<file path="config.mk">
export PLATFORM = sky130hd
export DESIGN_NAME = carry_flag_unit
export DESIGN_NICKNAME = d
export VERILOG_FILES = /design/src/rtl/flag_pkg.sv /design/src/rtl/flag_stack.sv /design/src/rtl/carry_flag_unit.sv
export SDC_FILE = /design/constraint.sdc
export NUM_CORES = 1
export LEC_CHECK = 0
export ABC_AREA = 1
export CORE_ASPECT_RATIO = 0.8
export CORE_UTILIZATION = 51
export DETAILED_ROUTE_END_ITERATION = 10
export PLACE_DENSITY = 0.89
export SLEW_MARGIN = 40
export SYNTH_ARGS = -nofsm -noshare
export SYNTH_HDL_FRONTEND = slang
export SYNTH_SLANG_ARGS = --single-unit
</file>
<file path="constraint.sdc">
create_clock -name clk -period 2.5 [get_ports clk]
set_clock_uncertainty 0.05 [all_clocks]
set_input_delay 0.75 -clock clk [delete_from_list [all_inputs] [get_ports clk]]
set_output_delay 0.75 -clock clk [all_outputs]
set_load 0.005 [all_outputs]
</file>
<file path="src/rtl/flag_pkg.sv">
// Shared types for the carry/zero flag unit: ALU op encodings, flag pair
// and the carry-in select rule.
package flag_pkg;

    localparam int OPSEL_WIDTH = 3;

    typedef enum logic [OPSEL_WIDTH-1:0] {
        OP_ADC = 3'b000,
        OP_SBC = 3'b001,
        OP_ADD = 3'b010,
        OP_RLC = 3'b011,
        OP_AND = 3'b100,
        OP_SUB = 3'b101,
        OP_RRC = 3'b110,
        OP_NOP = 3'b111
    } opsel_e;

    typedef struct packed {
        logic c;
        logic z;
    } flags_t;

    // Carry-in for the ALU; unused encodings drive a clean 0.
    function automatic logic cin_sel(opsel_e op, logic c);
        logic cin;
        case (op)
            OP_ADC, OP_SBC, OP_RLC, OP_RRC: cin = c;
            OP_SUB:                         cin = 1'b1;
            default:                        cin = 1'b0;
        endcase
        return cin;
    endfunction

endpackage

</file>
<file path="src/rtl/flag_stack.sv">
// LIFO shadow stack for flag pairs. Callers must only push when not full and
// only pop when not empty; out-of-range requests are ignored here as well.
module flag_stack
    import flag_pkg::*;
#(
    parameter int DEPTH = 4,
    parameter int CNT_W = $clog2(DEPTH + 1)
) (
    input  logic             clk,
    input  logic             rst_n,
    input  logic             push,
    input  logic             pop,
    input  flags_t           din,
    output flags_t           dout,
    output logic [CNT_W-1:0] depth,
    output logic             full,
    output logic             empty
);

    flags_t           mem_q [DEPTH];
    logic [CNT_W-1:0] cnt_q, cnt_d;
    logic             do_push, do_pop;

    assign full    = (cnt_q == CNT_W'(DEPTH));
    assign empty   = (cnt_q == '0);
    assign depth   = cnt_q;
    assign do_push = push & ~pop & ~full;
    assign do_pop  = pop & ~push & ~empty;

    always_comb begin
        cnt_d = cnt_q;
        if (do_push)
            cnt_d = cnt_q + 1'b1;
        else if (do_pop)
            cnt_d = cnt_q - 1'b1;
    end

    always_ff @(posedge clk or negedge rst_n) begin
        if (!rst_n)
            cnt_q <= '0;
        else
            cnt_q <= cnt_d;
    end

    // Storage is deliberately not reset; occupancy alone defines validity.
    always_ff @(posedge clk) begin
        for (int i = 0; i < DEPTH; i++)
            if (do_push && cnt_q == CNT_W'(i))
                mem_q[i] <= din;
    end

    always_comb begin
        dout = '0;
        for (int i = 0; i < DEPTH; i++)
            if (cnt_q == CNT_W'(i + 1))
                dout = mem_q[i];
    end

endmodule

</file>
<file path="src/rtl/carry_flag_unit.sv">
// Architectural C/Z flags with ALU carry-in select, a shadow stack for
// interrupt entry/return, and sticky overflow/underflow error flags.
module carry_flag_unit
    import flag_pkg::*;
#(
    parameter int DEPTH   = 4,
    parameter int OPSEL_W = 3,
    parameter int CNT_W   = $clog2(DEPTH + 1)
) (
    input  logic               clk,
    input  logic               rst_n,
    input  logic [OPSEL_W-1:0] opsel,
    input  logic               alu_c_out,
    input  logic               alu_z_out,
    input  logic               flg_ld,
    input  logic               flg_set,
    input  logic               flg_clr,
    input  logic               flg_push,
    input  logic               flg_pop,
    input  logic               err_clr,
    output logic               c_to_alu,
    output logic               c_flag,
    output logic               z_flag,
    output logic [CNT_W-1:0]   depth,
    output logic               ovf,
    output logic               unf
);

    flags_t flags_q, flags_d;
    flags_t stk_top;
    logic   ovf_q, ovf_d, unf_q, unf_d;
    logic   stk_full, stk_empty;
    logic   both, push_ok, pop_ok, ovf_evt, unf_evt;

    assign both    = flg_push & flg_pop;
    assign push_ok = flg_push & ~flg_pop & ~stk_full;
    assign pop_ok  = flg_pop & ~flg_push & ~stk_empty;
    assign ovf_evt = both | (flg_push & ~flg_pop & stk_full);
    assign unf_evt = both | (flg_pop & ~flg_push & stk_empty);

    flag_stack #(
        .DEPTH (DEPTH),
        .CNT_W (CNT_W)
    ) u_stack (
        .clk   (clk),
        .rst_n (rst_n),
        .push  (push_ok),
        .pop   (pop_ok),
        .din   (flags_q),
        .dout  (stk_top),
        .depth (depth),
        .full  (stk_full),
        .empty (stk_empty)
    );

    // A successful restore overrides every live update in the same cycle.
    always_comb begin
        flags_d = flags_q;
        if (pop_ok) begin
            flags_d = stk_top;
        end else begin
            if (flg_clr)
                flags_d.c = 1'b0;
            else if (flg_set)
                flags_d.c = 1'b1;
            else if (flg_ld)
                flags_d.c = alu_c_out;
            if (flg_ld)
                flags_d.z = alu_z_out;
        end
        ovf_d = ovf_evt | (ovf_q & ~err_clr);
        unf_d = unf_evt | (unf_q & ~err_clr);
    end

    always_ff @(posedge clk or negedge rst_n) begin
        if (!rst_n) begin
            flags_q <= '0;
            ovf_q   <= 1'b0;
            unf_q   <= 1'b0;
        end else begin
            flags_q <= flags_d;
            ovf_q   <= ovf_d;
            unf_q   <= unf_d;
        end
    end

    assign c_flag   = flags_q.c;
    assign z_flag   = flags_q.z;
    assign ovf      = ovf_q;
    assign unf      = unf_q;
    assign c_to_alu = cin_sel(opsel_e'(opsel), flags_q.c);

endmodule

</file>
==> summary.txt <==
Status
  • Outcome: complete, no violations

Route
  • Vias/cell: 4.94
  • DRC Markers: 0
  • Routed Antenna Nets: 0
  • WL/cell: 13.2 um
  • Vias: 692
  • Post-Route WL: 1.85 mm
  • Drt pass-1 iters: 4
  • Initial DRC Count: 29

Cells and area
  • Layout cell share with drive strength beyond 1: 12.6%
  • Post-route core utilization: 75.2%
  • N_diodes: 0
  • Layout fillers: 114
  • P&R area growth vs syn: 28.9%
  • Area of the multi-input gates: 387 um^2
  • # nets final: 139
  • Reg area: 415 um^2

Timing
  • RSZ-0062 raised after global routing: no
  • Max-slew violation count: 0
  • Max Freq: 410 MHz
  • Final Hold Fails: 0
  • Tcrit/Tclk final: 97.5%
  • Final setup viols: 0
  • Slew HR: 77.5%
  • Minimum clock period: 2440 ps
  • Actual slew at the worst max-slew pin: 337 ps

Setup path
  • CP max FO: 2
  • CP arrival: 1640 ps
  • Reg2reg setup slack: 840 ps
  • Critical R2R Capture: u_stack.mem_q[3][1]
  • Crit path launch type: primary input
  • R2R cell count: 5
  • RR Startpoint: u_stack.depth[0]
  • Crit. End Element: primary output
  • Worst EP required: 1700 ps
  • Setup CP Type: in2out

Floorplanning
  • Die height: 38.7 um
  • DIE WIDTH: 47.9 um
  • Initial core utilization: 58.3%
  • I/O pin count: 21
  • Die area: 1850 um^2
  • Core area: 1470 um^2
  • Site Rows: 12

Hold path
  • Worst Hold Depth: 2
  • Worst min-delay path startpoint: ovf
  • Worst hold endpoint: ovf
  • Worst hold path type: reg2reg

Power and ir drop
  • Leakage: 0.505 nW
  • Power per Cell Area: 905 nW/um^2
  • Total Power: 1.00 mW
  • Peak VDD IR: 0.717 mV

GRT
  • Pin count of the biggest net entering global routing: 10
  • Met2 usage in global routing: 40.5%
  • Initial antenna violation count: 0
  • GRT Util Overall: 22.8%
  • Congestion Overflow GR: 0
  • GR peak layer: met2
  • M3 GR Usage: 5.61%
  • First-pass GRT wire length: 2.77 mm
  • Met1 Resource Use GR: 27.8%
  • Vias in the first global route: 644

Clock tree
  • Number of clock sinks: 15
  • CTS tree: done
  • Total CTS buffers: 3
  • Post-cts sizing count: 5
  • Clock transition at path regs: 90 ps
  • H-tree depth: 1
  • Root buffer cell: clkbuf_4
  • Max Root-Sink Buffers: 2
  • Post-CTS Hold Fix Bufs: 0
  • Clock Latency Late Sink: 280 ps
  • Post-CTS Setup Inserts: 0

Synthesis
  • Syn nets: 114
  • Synth top area share: 28.0%
  • XOR/XNOR Fraction of Synth Area: 2.04%
  • Cell taking the most area after synthesis: edfxtp_1
  • Post-synthesis mux area share: 0%
  • Async S/R FF share, synth: 46.7%
  • Post-synthesis simple-gate area fraction: 24.9%
  • Most used DFF post-synth: edfxtp_1
  • Synth Area in Compound Gates: 9.33%
  • Seq cells post-synth: 15
  • Syn. warnings: 0
  • Syn Area/Cell: 9.03 um^2
  • Synth unique cells: 21
  • Synthesized cell area: 858 um^2
  • Post-Synthesis Cells: 95
  • EDFF count, synth: 8
  • Sequential share of the synthesized area: 48.4%
  • Main combinational cell family by area after synthesis: simple AND/OR/NAND/NOR gates
  • Top post-synthesis cells by area: edfxtp_1 (28%), dfrtp_1 (20%), nand2_1 (9.2%)
  • Adder-cell area share of the yosys netlist: 8.75%

Placement
  • Detailed Place HPWL: 1.45 mm
  • RePlAce Congestion: 0.803
  • I/O Buffers: 20

Run
  • Max-cap violations: 0
[sequential cells by signal, indices dropped and copies added, names as in the netlist]
signal	cells
c_flag	1
u_stack.mem_q	8
ovf	1
u_stack.depth	3
unf	1
z_flag	1
[worst max-delay path: stages]
cell	delay, ps
clkdlybuf4s50_1	420
nor2_1	130
a21oi_1	50
o22ai_1	140
buf_2	140
[power breakdown]
part           switching, mW  internal [mW]
combinational          0.253          0.220
clock                 0.0742         0.0594
sequential            0.0706          0.324
[logic make-up (layout without fill, tap and decap cells)]
| group | after synthesis | in the layout |
|---|---|---|
| buffers and inverters | 15 | 39 |
| adders and majority gates | 6 | 6 |
| and+or+nand+nor | 45 | 45 |
| AOI/OAI and AO/OA | 12 | 12 |
| xor gates and xnor gates | 2 | 2 |
| DFF | 15 | 15 |
[worst max-delay path by stage]
stage,startpoint,depth (start not counted),endpoint
after floorplan,opsel[1],4,c_to_alu
after global placement,opsel[1],6,c_to_alu
after detailed placement,opsel[1],6,c_to_alu
after CTS,opsel[0],5,c_to_alu
after global routing,opsel[0],5,c_to_alu
final,opsel[0],5,c_to_alu
[placed cells by master (no fill, tap or decap), types with 2 or more instances in the layout]
cell	count
nand2_1	21
clkdlybuf4s50_1	18
inv_1	13
nor2_1	12
edfxtp_1	8
dfrtp_1	7
ha_1	6
a21oi_1	4
nand3_1	4
o21ai_0	3
clkbuf_4	3
o22ai_1	2
inv_2	2
nand2_4	2
nor3_1	2
nand2_2	2
[through the flow]
stage	TNS (ps)	hold slack [ps]	instances	worst slack [ps]	cell area, um^2
CTS	0	493	140	79.4	1110
finish	0	487	140	61.5	1110
detailed placement	-398	479	136	-398	1080
floorplan	0	404	95	635	858
global route	0	527	140	52.0	1110
global placement	-349	472	136	-349	1080
[layer usage]
layer  up-vias  part of all wire (%)
li1        353                     -
met1       311                    43
met2        26                    48
met3         2                   7.4
met4         0                  0.70
met5         -                     0
[synth_stat cells, types with 2 or more instances]
cell / number
nand2_2: 2
a21oi_1: 4
o22ai_1: 2
ha_1: 6
edfxtp_1: 8
nand2_1: 21
nor2_1: 12
inv_1: 13
nand3_1: 4
o21ai_0: 3
inv_2: 2
nand2_4: 2
nor3_1: 2
dfrtp_1: 7
[layout make-up]
| cell class | instances | area share, % |
|---|---|---|
| inverters | 15 | 5.09 |
| clock buffers | 3 | 2.04 |
| clock inverters | 1 | 0.452 |
| flip-flops and latches | 15 | 37.6 |
| multi-input cells | 65 | 35.0 |
| repair buffers | 20 | 17.5 |
| well taps | 21 | 2.38 |
Note: power is estimated with default switching activity, not from simulation.
